### src/rtl/fft_mult_pkg.sv
// ============================================================================
// fft_mult_pkg : state and Booth window encodings shared by the FFT multiplier
// Revision 1.0
// ============================================================================
`default_nettype none

package fft_mult_pkg;

    localparam int FFT_MULT_W = 12;

    typedef enum logic [1:0] {
        ST_IDLE = 2'd0,
        ST_CALC = 2'd1,
        ST_DONE = 2'd2
    } state_e;

    typedef enum logic [2:0] {
        BW_ZERO = 3'd0,
        BW_P1   = 3'd1,
        BW_P2   = 3'd2,
        BW_M1   = 3'd3,
        BW_M2   = 3'd4
    } booth_e;

    // Radix-4 recoding of {b[2i+1], b[2i], b[2i-1]}
    function automatic booth_e booth_decode(input logic [2:0] win);
        booth_e code;
        case (win)
            3'b001, 3'b010: code = BW_P1;
            3'b011:         code = BW_P2;
            3'b100:         code = BW_M2;
            3'b101, 3'b110: code = BW_M1;
            default:        code = BW_ZERO;
        endcase
        return code;
    endfunction

endpackage

`default_nettype wire

### src/rtl/booth_r4_pp_sel.sv
// ============================================================================
// booth_r4_pp_sel : combinational radix-4 Booth partial-product selector
// Revision 1.0
// ============================================================================
`default_nettype none

import fft_mult_pkg::*;

module booth_r4_pp_sel #(
    parameter int W = FFT_MULT_W
) (
    input  logic        [2:0]   window_i,
    input  logic signed [W+1:0] m_ext_i,
    output logic signed [W+1:0] pp_o
);

    // W+2 bits keep -2M exact even for the most negative multiplicand
    always_comb begin
        pp_o = '0;
        case (booth_decode(window_i))
            BW_P1:   pp_o = m_ext_i;
            BW_P2:   pp_o = m_ext_i <<< 1;
            BW_M1:   pp_o = -m_ext_i;
            BW_M2:   pp_o = -(m_ext_i <<< 1);
            default: pp_o = '0;
        endcase
    end

endmodule

`default_nettype wire

### src/rtl/booth_r4_seq_mult.sv
// ============================================================================
// booth_r4_seq_mult : sequential signed radix-4 Booth multiplier, W/2 cycles
// Revision 1.0
// ============================================================================
`default_nettype none

import fft_mult_pkg::*;

module booth_r4_seq_mult #(
    parameter int W = FFT_MULT_W
) (
    input  logic           clk,
    input  logic           rst_n,
    input  logic           abort,
    input  logic           in_valid,
    output logic           in_ready,
    input  logic [W-1:0]   mcand,
    input  logic [W-1:0]   mplier,
    output logic           out_valid,
    input  logic           out_ready,
    output logic [2*W-1:0] product,
    output logic           busy
);

    localparam int            ITERS     = W / 2;
    localparam int            IW        = $clog2(ITERS);
    localparam logic [IW-1:0] LAST_ITER = IW'(ITERS - 1);

    state_e           state_q, state_d;
    logic [W-1:0]     m_q,     m_d;
    logic [W:0]       b_q,     b_d;
    logic [2*W-1:0]   acc_q,   acc_d;
    logic [IW-1:0]    iter_q,  iter_d;

    logic        [2:0]     w_window;
    logic signed [W+1:0]   w_m_ext;
    logic signed [W+1:0]   w_pp;
    logic        [2*W-1:0] w_pp_ext;
    logic        [2*W-1:0] w_addend;

    // b_q carries an implicit zero below the LSB so window 0 reads b[-1]=0
    assign w_window = b_q[{iter_q, 1'b0} +: 3];
    assign w_m_ext  = {{2{m_q[W-1]}}, m_q};
    assign w_pp_ext = {{(W-2){w_pp[W+1]}}, w_pp};
    assign w_addend = w_pp_ext << {iter_q, 1'b0};

    booth_r4_pp_sel #(
        .W (W)
    ) u_pp_sel (
        .window_i (w_window),
        .m_ext_i  (w_m_ext),
        .pp_o     (w_pp)
    );

    always_comb begin
        state_d = state_q;
        m_d     = m_q;
        b_d     = b_q;
        acc_d   = acc_q;
        iter_d  = iter_q;
        if (abort) begin
            state_d = ST_IDLE;
            acc_d   = '0;
            iter_d  = '0;
        end else begin
            case (state_q)
                ST_IDLE: begin
                    if (in_valid) begin
                        m_d     = mcand;
                        b_d     = {mplier, 1'b0};
                        acc_d   = '0;
                        iter_d  = '0;
                        state_d = ST_CALC;
                    end
                end
                ST_CALC: begin
                    acc_d  = acc_q + w_addend;
                    iter_d = iter_q + 1'b1;
                    if (iter_q == LAST_ITER) begin
                        state_d = ST_DONE;
                    end
                end
                ST_DONE: begin
                    if (out_ready) begin
                        state_d = ST_IDLE;
                    end
                end
                default: state_d = ST_IDLE;
            endcase
        end
    end

    always_ff @(posedge clk or negedge rst_n) begin
        if (!rst_n) begin
            state_q <= ST_IDLE;
            m_q     <= '0;
            b_q     <= '0;
            acc_q   <= '0;
            iter_q  <= '0;
        end else begin
            state_q <= state_d;
            m_q     <= m_d;
            b_q     <= b_d;
            acc_q   <= acc_d;
            iter_q  <= iter_d;
        end
    end

    assign in_ready  = (state_q == ST_IDLE);
    assign busy      = (state_q == ST_CALC);
    assign out_valid = (state_q == ST_DONE);
    assign product   = acc_q;

endmodule

`default_nettype wire
### config.mk
export PLATFORM = sky130hd
export DESIGN_NAME = booth_r4_seq_mult
export DESIGN_NICKNAME = d
export VERILOG_FILES = /design/src/rtl/fft_mult_pkg.sv /design/src/rtl/booth_r4_pp_sel.sv /design/src/rtl/booth_r4_seq_mult.sv
export SDC_FILE = /design/constraint.sdc
export NUM_CORES = 1
export LEC_CHECK = 0
export CORE_MARGIN = 5
export CORE_UTILIZATION = 50
export DETAILED_ROUTE_END_ITERATION = 7
export PLACE_DENSITY_LB_ADDON = 0.12
export SLEW_MARGIN = 20
export SYNTH_ARGS = -nofsm -noshare
export SYNTH_HDL_FRONTEND = slang
export SYNTH_SLANG_ARGS = --single-unit
### constraint.sdc
create_clock -name clk -period 11.23 [get_ports clk]
set_clock_uncertainty 0.2 [all_clocks]
set_input_delay 1.6845 -clock clk [delete_from_list [all_inputs] [get_ports clk]]
set_output_delay 1.6845 -clock clk [all_outputs]
set_load 0.05 [all_outputs]
Yosys cells after proc, flatten, opt, wreduce, memory -nomap -nowiden
Cells that the tools add are included.

Eq/ne operators: 16. Shift-type cells: 2. Reduce and logical (&&, ||, !) cells: 7. Add/subtract/negate cells: 4. Multiplexer cells: 13. Bitwise gates (word level): 1.

Operators with widths (count): case mux 14 bit (4 select lines) (1); 2-to-1 mux 24 bit (2); case mux 24 bit (2 select lines) (1); adder 24 bit (1); << shifter 24 x 4 -> 24 bit (1); equality test 3 bit, second input constant (5); negation 12 -> 14 bit (1); negation 13 -> 14 bit (1); variable part select 13 x 5 -> 3 bit (1); equality test 3 x 2 -> 1 bit, second input constant (4); case mux 3 bit (4 select lines) (1); 2-to-1 mux 2 bit (4); equality test 3 x 1 -> 1 bit, second input constant (2); 2-to-1 mux 3 bit (2); inequality test 3 x 2 -> 1 bit, second input constant (2); case mux 2 bit (3 select lines) (1); case mux 3 bit (2 select lines) (1); AND reduction 3 bit (2); OR reduction 2 bit (2); adder 3 x 1 -> 3 bit, second input constant (1); inequality test 3 bit, second input constant (1); nonzero test 3 bit (1); equality test 2 x 1 -> 1 bit, second input constant (1); equality test 2 bit, second input constant (1); other kinds (3) (3).

Output and inout bits: 27. Word-level logic and storage cells: 48. Bits in registers: 53. Input bits: 29.

Depth between registers and ports, before layout
Gate-level depths: netlist (run 1).

Word-level depth: 10. Depth in mapped cells: 22. Mapped depth without buffers: 19.

By module
From an unflattened synthesis (run 1), not the netlist that was laid out.

Cells, all modules: 539. Area, all modules: 4630.7 sq um.

By module, submodules not included: booth_r4_seq_mult (sequential area each 1326.3 sq um, cells an instance 413, area an instance 3787.4 sq um, times used 1); booth_r4_pp_sel (sequential area each 0.0 sq um, cells an instance 126, area an instance 843.3 sq um, times used 1).

Worst setup path after synthesis (run 1)
OpenSTA, ideal clock, no wires.

Path type: register to register. From: register iter_q[1]. To: register acc_q[20], in the netlist product[20]. Cell stages (with the launch flop): 20. Library setup time: 0.133 ns. Data required time: 10.897 ns. Arrival: 4.698 ns. Clock period less this slack: 5.031 ns. Path buffers: 3. Path slack: 6.199 ns. Path through: dfrtp_1 > buf_6 > mux2_4 > a222oi_1 > buf_4 > buf_2 > nor4_1 > a311oi_1 > a21oi_1 > a21o_1 > and3_1 > ha_1 > a211o_1 > a2111o_1 > a31oi_1 > o21ai_0 > a31o_2 > a211oi_1 > xor2_1 > o21ai_0.

Word-level cells in the longest chain between the ends: 10. Elaborated cells between the ends (all ways): 19. Those cells by class: add/sub: 1; eq/ne: 10; shift: 2; mux: 4; reduce/logical: 2.

RTL lines: from (decl) (line booth_r4_seq_mult.sv:33) `logic [IW-1:0] iter_q, iter_d;`; from (signal assigned) (line booth_r4_seq_mult.sv:105) `iter_q <= iter_d;`; variable part select 13 x 5 -> 3 bit (line booth_r4_seq_mult.sv:42) `assign w_window = b_q[{iter_q, 1'b0} +: 3];`; equality test 3 bit (tied with other cells) (line fft_mult_pkg.sv:28) `case (win)`; OR reduction 2 bit (line fft_mult_pkg.sv:28); case mux 3 bit (4 select lines) (line fft_mult_pkg.sv:28); equality test 3 bit (tied with other cells) (line booth_r4_pp_sel.sv:20) `case (booth_decode(window_i))`; case mux 14 bit (4 select lines) (line booth_r4_pp_sel.sv:20); << shifter 24 x 4 -> 24 bit * (line booth_r4_seq_mult.sv:45) `assign w_addend = w_pp_ext << {iter_q, 1'b0};`; adder 24 bit * (line booth_r4_seq_mult.sv:77) `acc_d = acc_q + w_addend;`; case mux 24 bit (2 select lines) * (line booth_r4_seq_mult.sv:66) `case (state_q)`; 2-to-1 mux 24 bit * (line booth_r4_seq_mult.sv:61) `if (abort) begin`; to (signal assigned) (line booth_r4_seq_mult.sv:98) `acc_q <= '0;`; to (signal assigned) (line booth_r4_seq_mult.sv:104) `acc_q <= acc_d;`; to (decl) (line booth_r4_seq_mult.sv:32) `logic [2*W-1:0] acc_q, acc_d;`.

Mark *: on every way between the ends. The rest lies on a longest branch, timed or not. A chain may end at the register's enable or synchronous reset.

Final worst setup path (run 1)
From: register iter_q[2]. To: register acc_q[23], in the netlist product[23].

The elaborated chain is that of the path after synthesis.

==> results.txt, run 1 <==
Post-synthesis adder-cell area fraction -> 7.47%
Seq cells post-synth -> 53
Status -> finished clean
Max VDD drop -> 0.125 mV
DRT Pass-1 Iters -> 5
Critical path type -> reg -> reg
Cts bufs inserted -> 5
Crit path buffers/inverters -> 1
Comb pwr share -> 63.5%
Reg-to-Reg Start -> iter_q[2]
FMAX -> 154 MHz
Largest family of logic cells by synthesized area -> compound AO/OA/AOI/OAI gates
Iter 0 DRT Violations -> 290
Number of global-route vias before repair -> 4276
Worst R2R Setup Slack -> 4750 ps
CTS tree -> done
GRT Total Usage -> 23.2%
Critical-path cell list -> inv_2 > mux4_2 > nor2_1 > and3_1 > a311oi_2 > mux2_4 > a211oi_2 > o2bb2ai_1 > ha_1 > a21oi_1 > o21ai_0 > a2111oi_0 > nor2_1 > a211oi_1 > o31ai_1 > a211oi_2 > o21bai_1
Endpoints failing hold -> 0
R2R Path End -> product[23]
Area growth, synth to finish -> 14.8%
Seq pwr share -> 25.7%
Hold Crit Endpoint -> b_q[3]
First-pass GRT wire length -> 21700 um
Cell taking the most area after synthesis -> dfrtp_1
Tmin final -> 6480 ps
Critical path origin -> iter_q[2]
Die area -> 11600 um2
CP top delay family -> compound AO/OA/AOI/OAI gates
EDFF count, synth -> 0
Critical path arrival -> 6540 ps
# nets final -> 645
Unrepaired setup endpoints after global routing -> no
Util after Layout -> 59.2%
Yosys warnings -> 0
Post-CTS Setup Bufs -> 0
Measured slew at the worst slew-check pin -> 1030 ps
Main synth FF type -> dfrtp_1
Finished Layout Cells -> 718
Avg Inst Size Synth -> 8.71 um2
ANT cells -> 0
Critical Path Start Type -> flop
Final HPWL DP -> 9730 um
H-Tree Depth -> 2
Post-Synthesis Cell Area -> 4790 um2
Placer congestion estimate -> 0.961
Hold depth -> 1
Total gr overflow -> 0
Row count -> 35
Synth Area in Simple Gates -> 17.2%
Resize count post-CTS -> 0
Initial antenna violation count -> 0
Post-synthesis mux area share -> 10.3%
CTS Sinks -> 53
Die width -> 108 um
Synth unique cells -> 84
Clock slew at reported path FFs -> 110 ps
Ys async rst share -> 100%
Core footprint -> 9280 um2
P_leak -> 2.32 nW
Switching share of power -> 48.7%
Synthesized instance count -> 550
Mapped Nets -> 607
Synth area leaders -> dfrtp_1 (28%), ha_1 (7.0%), mux2_2 (6.1%), o21ai_0 (4.6%), nand2_1 (4.5%)
Compound-Gate Fraction of Synth Area -> 28.4%
Hold/Removal Path Class -> reg -> reg
WL/cell -> 17.9 um
Max Cap Violations -> 0
Number of buffers added on ports -> 55
Die H -> 108 um
Setup violations, final -> 0
Internal power -> 0.000542 W
Register area share after synthesis -> 27.7%
Hold path start -> b_q[3]
CP peak stage delay -> 880 ps
DRT Wirelength -> 12800 um
Initial Util -> 51.6%
Largest net degree at the start of global routing -> 54
IO Count -> 56
Sw Pwr -> 0.000514 W
Hold Buf Count CTS -> 0
Max-slew headroom -> 31.3%
DRT antenna net count -> 0
Vias post-DR -> 4437
Final Max Slew Viols -> 0
Final worst-path cycle share -> 57.7%
CP Max Fanout -> 28
Crit-path slowest cell -> dfrtp_1
CP Capture Type -> flop
Top post-synthesis cells by count -> nand2_1 (58), dfrtp_1 (53), o21ai_0 (44)
Most frequent cell after synthesis -> nand2_1
Clock Latency Late Sink -> 320 ps
Synth top area share -> 27.7%
Cell count after placement -> 710
Cells on worst reg2reg path -> 17
Pwr per Cell Area -> 192 nW/um2
Clk root buf -> clkbuf_8
Setup TNS Final -> 0 ps
Share of layout cells above drive strength 1 -> 11.4%
Post-route DRC violation count -> 0
CP Data Required Time -> 11290 ps
Clock Power Share -> 10.8%
Maximum clock path buffer count -> 2
Xor-xnor portion of the synthesized cell area -> 4.91%
Via-to-Cell Ratio -> 6.18
## routing by layer
metal  track usage [%]  wire length (um)  vias up  part of all wire [%]
li1                  -                 -     2149                     -
met5                 0                 0        -                     0
met2              36.4              5850      147                    46
met3              3.30               773       12                   6.0
met1              33.9              6110     2129                    48
met4              4.96               109        0                  0.85
## power groups by stage
stage | Combinational (W) | Clock [W] | Sequential [W]
after floorplan | 0.000458 | 0 | 0.000311
after global placement | 0.000654 | 0 | 0.000273
final | 0.000671 | 0.000114 | 0.000272
after CTS | 0.000666 | 0.000120 | 0.000271
after detailed placement | 0.000662 | 0 | 0.000274
after global routing | 0.000735 | 0.000127 | 0.000278
## cell families after synthesis
kind of cell             after synthesis
XOR/XNOR                              26
AO/OA/AOI/OAI                        191
multiplexers                          42
flip-flops                            53
adder cells (fa/ha/maj)               28
AND/OR/NAND/NOR                      167
buffers and inverters                 43
## area by class of cell
type                    instances  area (um2)
clock inverters                 3        22.5
fillers                       842        3780
clock buffers                   5        68.8
flip-flops and latches         53        1330
well taps                     129         161
inverters                      13        48.8
multi-input cells             454        3280
repair buffers                 61         591
## sequential cells by signal, summed over array words and instances, names as in the netlist
signal   flops
product     24
b_q         12
m_q         12
iter_q       3
state_q      2
## worst max path at each step
stage                              to  cells after the start
after global routing      product[23]                     18
final                     product[23]                     17
after global placement    product[23]                     18
after CTS                 product[23]                     17
after floorplan           product[20]                     19
after detailed placement  product[23]                     17
## layout by cell type (no fill, tap or decap), drive strengths merged, types with 7 or more instances in the layout
cell type      Yosys  final
mux2              31     31
a31oi              7      7
nor3              14     14
dfrtp             53     53
a211oi            10     10
nor2              33     33
nand3             11     11
nand2             58     58
nor2b             10     10
ha                27     27
mux2i              9      9
inv               12     12
xnor2             14     14
xor2              12     12
o21ai             48     48
nand2b             7      7
clkdlybuf4s50      0     54
buf                8      7
a21o              14     14
a21oi             33     33
a22oi              7      7
## worst register-to-register path: cells and delay by family, from the launching register on
family / cells / cell delay (ps)
buf+inv: 1 / 270
fa+ha+maj: 1 / 330
simple gates: 3 / 1060
compound gates: 10 / 2680
mux: 2 / 1010
flops: 1 / 880
## through the flow
stage / total power (W) / area (um2) / hold WS (ps) / worst slack [ps]
2_1_floorplan: 0.000770 / 4790 / 275 / 6200
5_1_grt: 0.00114 / 5500 / 345 / 4300
6_report: 0.00106 / 5500 / 315 / 4750
3_5_place_dp: 0.000936 / 5400 / 297 / 4830
3_3_place_gp: 0.000927 / 5400 / 292 / 5020
4_1_cts: 0.00106 / 5490 / 323 / 4790
Power figures use the tool's default switching activity.
==> run 2: changes to the inputs <==
==> constraint.sdc (replaced) <==
create_clock -name clk -period 5.4 [get_ports clk]
set_clock_uncertainty 0.2 [all_clocks]
set_input_delay 0.81 -clock clk [delete_from_list [all_inputs] [get_ports clk]]
set_output_delay 0.81 -clock clk [all_outputs]
set_load 0.05 [all_outputs]
==> run 2 against run 1 <==
Maximum frequency rose by 24%. Via count rose by 6.5%. Global-route usage rose by 1.3 points. First-iteration DRC count fell by 9.3%. Final cell count rose by 6.8%. Final area rose by 12%. Non-clock buffer count rose by 49. Routed wire length rose by 10%. Utilization rose by 7.0 points. Highest routed layer unchanged. Flip-flop and latch count did not move.
==> results.txt, run 2 (synthesis gave the netlist of run 1 again) <==
IO Count -> 56
DRT Pass-1 Iters -> 5
Final Max Slew Viols -> 0
CTS tree -> done
Die H -> 108 um
DRT Wirelength -> 14100 um
Measured slew at the worst slew-check pin -> 831 ps
Hold Buf Count CTS -> 0
Final HPWL DP -> 10400 um
Number of global-route vias before repair -> 4633
Core footprint -> 9280 um2
Number of buffers added on ports -> 55
Sw Pwr -> 0.00119 W
Max-slew headroom -> 44.6%
Total gr overflow -> 0
Maximum clock path buffer count -> 2
Max VDD drop -> 0.229 mV
Fillers -> 807
# nets final -> 694
CP Max Fanout -> 10
Critical path arrival -> 5200 ps
Critical path type -> reg -> reg
Vias post-DR -> 4726
Cells on worst reg2reg path -> 21
Initial antenna violation count -> 0
Iter 0 DRT Violations -> 263
Area growth, synth to finish -> 28.4%
First-pass GRT wire length -> 23100 um
CTS Sinks -> 53
Internal power -> 0.00137 W
Die area -> 11600 um2
Tot Pwr -> 0.00257 W
CP Capture Type -> flop
Status -> finished clean
Setup violations, final -> 0
Endpoints failing hold -> 0
H-Tree Depth -> 2
Most frequent cells in the layout -> nand2_1 (56), clkdlybuf4s50_1 (54), buf_4 (53)
Clk root buf -> clkbuf_8
Seq pwr share -> 21.7%
Comb pwr share -> 67.0%
Cell count after placement -> 734
Hold/Removal Path Class -> reg -> reg
Clock slew at reported path FFs -> 110 ps
Largest register FFs -> 24
Initial Util -> 51.6%
Worst R2R Setup Slack -> 180 ps
Row count -> 35
WL/cell -> 18.4 um
Critical Path Start Type -> flop
Hold depth -> 1
FMAX -> 192 MHz
Via-to-Cell Ratio -> 6.16
DRT antenna net count -> 0
Final worst-path cycle share -> 96.7%
CP Data Required Time -> 5380 ps
Finished Layout Cells -> 767
Clock Power Share -> 11.3%
P_leak -> 2.63 nW
Tmin final -> 5220 ps
Setup WS pre-CTS -> -411 ps
Post-route setup slack -> 180 ps
ANT cells -> 0
Switching share of power -> 46.5%
Most common cell after layout, fill and taps aside -> nand2_1
GRT Total Usage -> 24.4%
Pwr per Cell Area -> 417 nW/um2
Worst hold slack -> 326 ps
Max Cap Violations -> 0
Cts bufs inserted -> 5
Placer congestion estimate -> 0.974
Die width -> 108 um
Largest net degree at the start of global routing -> 54
Clock Latency Late Sink -> 320 ps
Post-route DRC violation count -> 0
Share of layout cells above drive strength 1 -> 24.0%
[run 2: changes by cell type in the layout (fill, tap and decap cells not counted), moves of 3 or more]
cell      delta
a21oi_2      +3
a211oi_1     -3
nor2_1       -6
o21ai_0      -6
buf_4       +47
o21ai_2      +3
a21oi_1      -4
nor2_2       +4
[run 2: worst paths after layout]
check,startpoint,to
min,b_q[1],b_q[1]
min in group asynchronous,rst_n,product[12]
max,iter_q[0],product[17]
min reg2reg,b_q[1],b_q[1]
max reg2reg,iter_q[0],product[17]
max in group asynchronous,rst_n,iter_q[1]
[run 2: routing by layer]
metal	up-vias	share of wire, %	GRT usage [%]
li1	2263	-	-
met1	2309	47	34.3
met2	132	47	40.5
met3	22	4.2	2.76
met4	0	1.9	5.77
met5	-	0	0
[run 2: power groups by stage]
stage | clock network, W | registers [W] | logic, W
3_3_place_gp | 0 | 0.000561 | 0.00143
6_report | 0.000291 | 0.000556 | 0.00172
5_1_grt | 0.000314 | 0.000568 | 0.00186
4_1_cts | 0.000307 | 0.000555 | 0.00151
3_5_place_dp | 0 | 0.000562 | 0.00146
2_1_floorplan | 0 | 0.000647 | 0.000953
[run 2: critical path, stage by stage (launching register included)]
cell       delay (ps)
dfrtp_2           470
buf_4             150
mux2i_1           100
mux4_2            490
buf_4             200
and2_2            250
a2111oi_4         350
a311oi_4           80
mux2_4            300
a211oi_4          290
o2bb2ai_1         180
ha_1              320
a21oi_4           190
o21ai_2           100
a2111oi_4         410
buf_4             210
nor2_4             40
buf_4             160
a21o_1            170
a21oi_1           170
xor2_1            170
o21ai_0            90
[run 2: final cells by class]
type / count / area, um2 / area share, %
multi-input cells: 454 / 3520 / 57.3
flip-flops and latches: 53 / 1330 / 21.6
clock inverters: 2 / 37.5 / 0.610
well taps: 129 / 161 / 2.62
clock buffers: 6 / 82.6 / 1.34
repair buffers: 110 / 971 / 15.8
inverters: 13 / 48.8 / 0.793
[run 2: stage by stage]
step                TNS [ps]  util (%)  area [um2]
floorplan                  0         -        4790
detailed placement     -1420      60.1        5580
global route            -136      66.3        6150
CTS                        0      62.5        5800
global placement        -945      60.1        5580
finish                     0      66.3        6150
[run 2: timing repair]
item                                    CTS  global route
cloned                                    2             0
endpoints found under the setup margin    6            12
buffers inserted                          4            20
pin swaps                                 2            16
gates resized for setup                  12            49
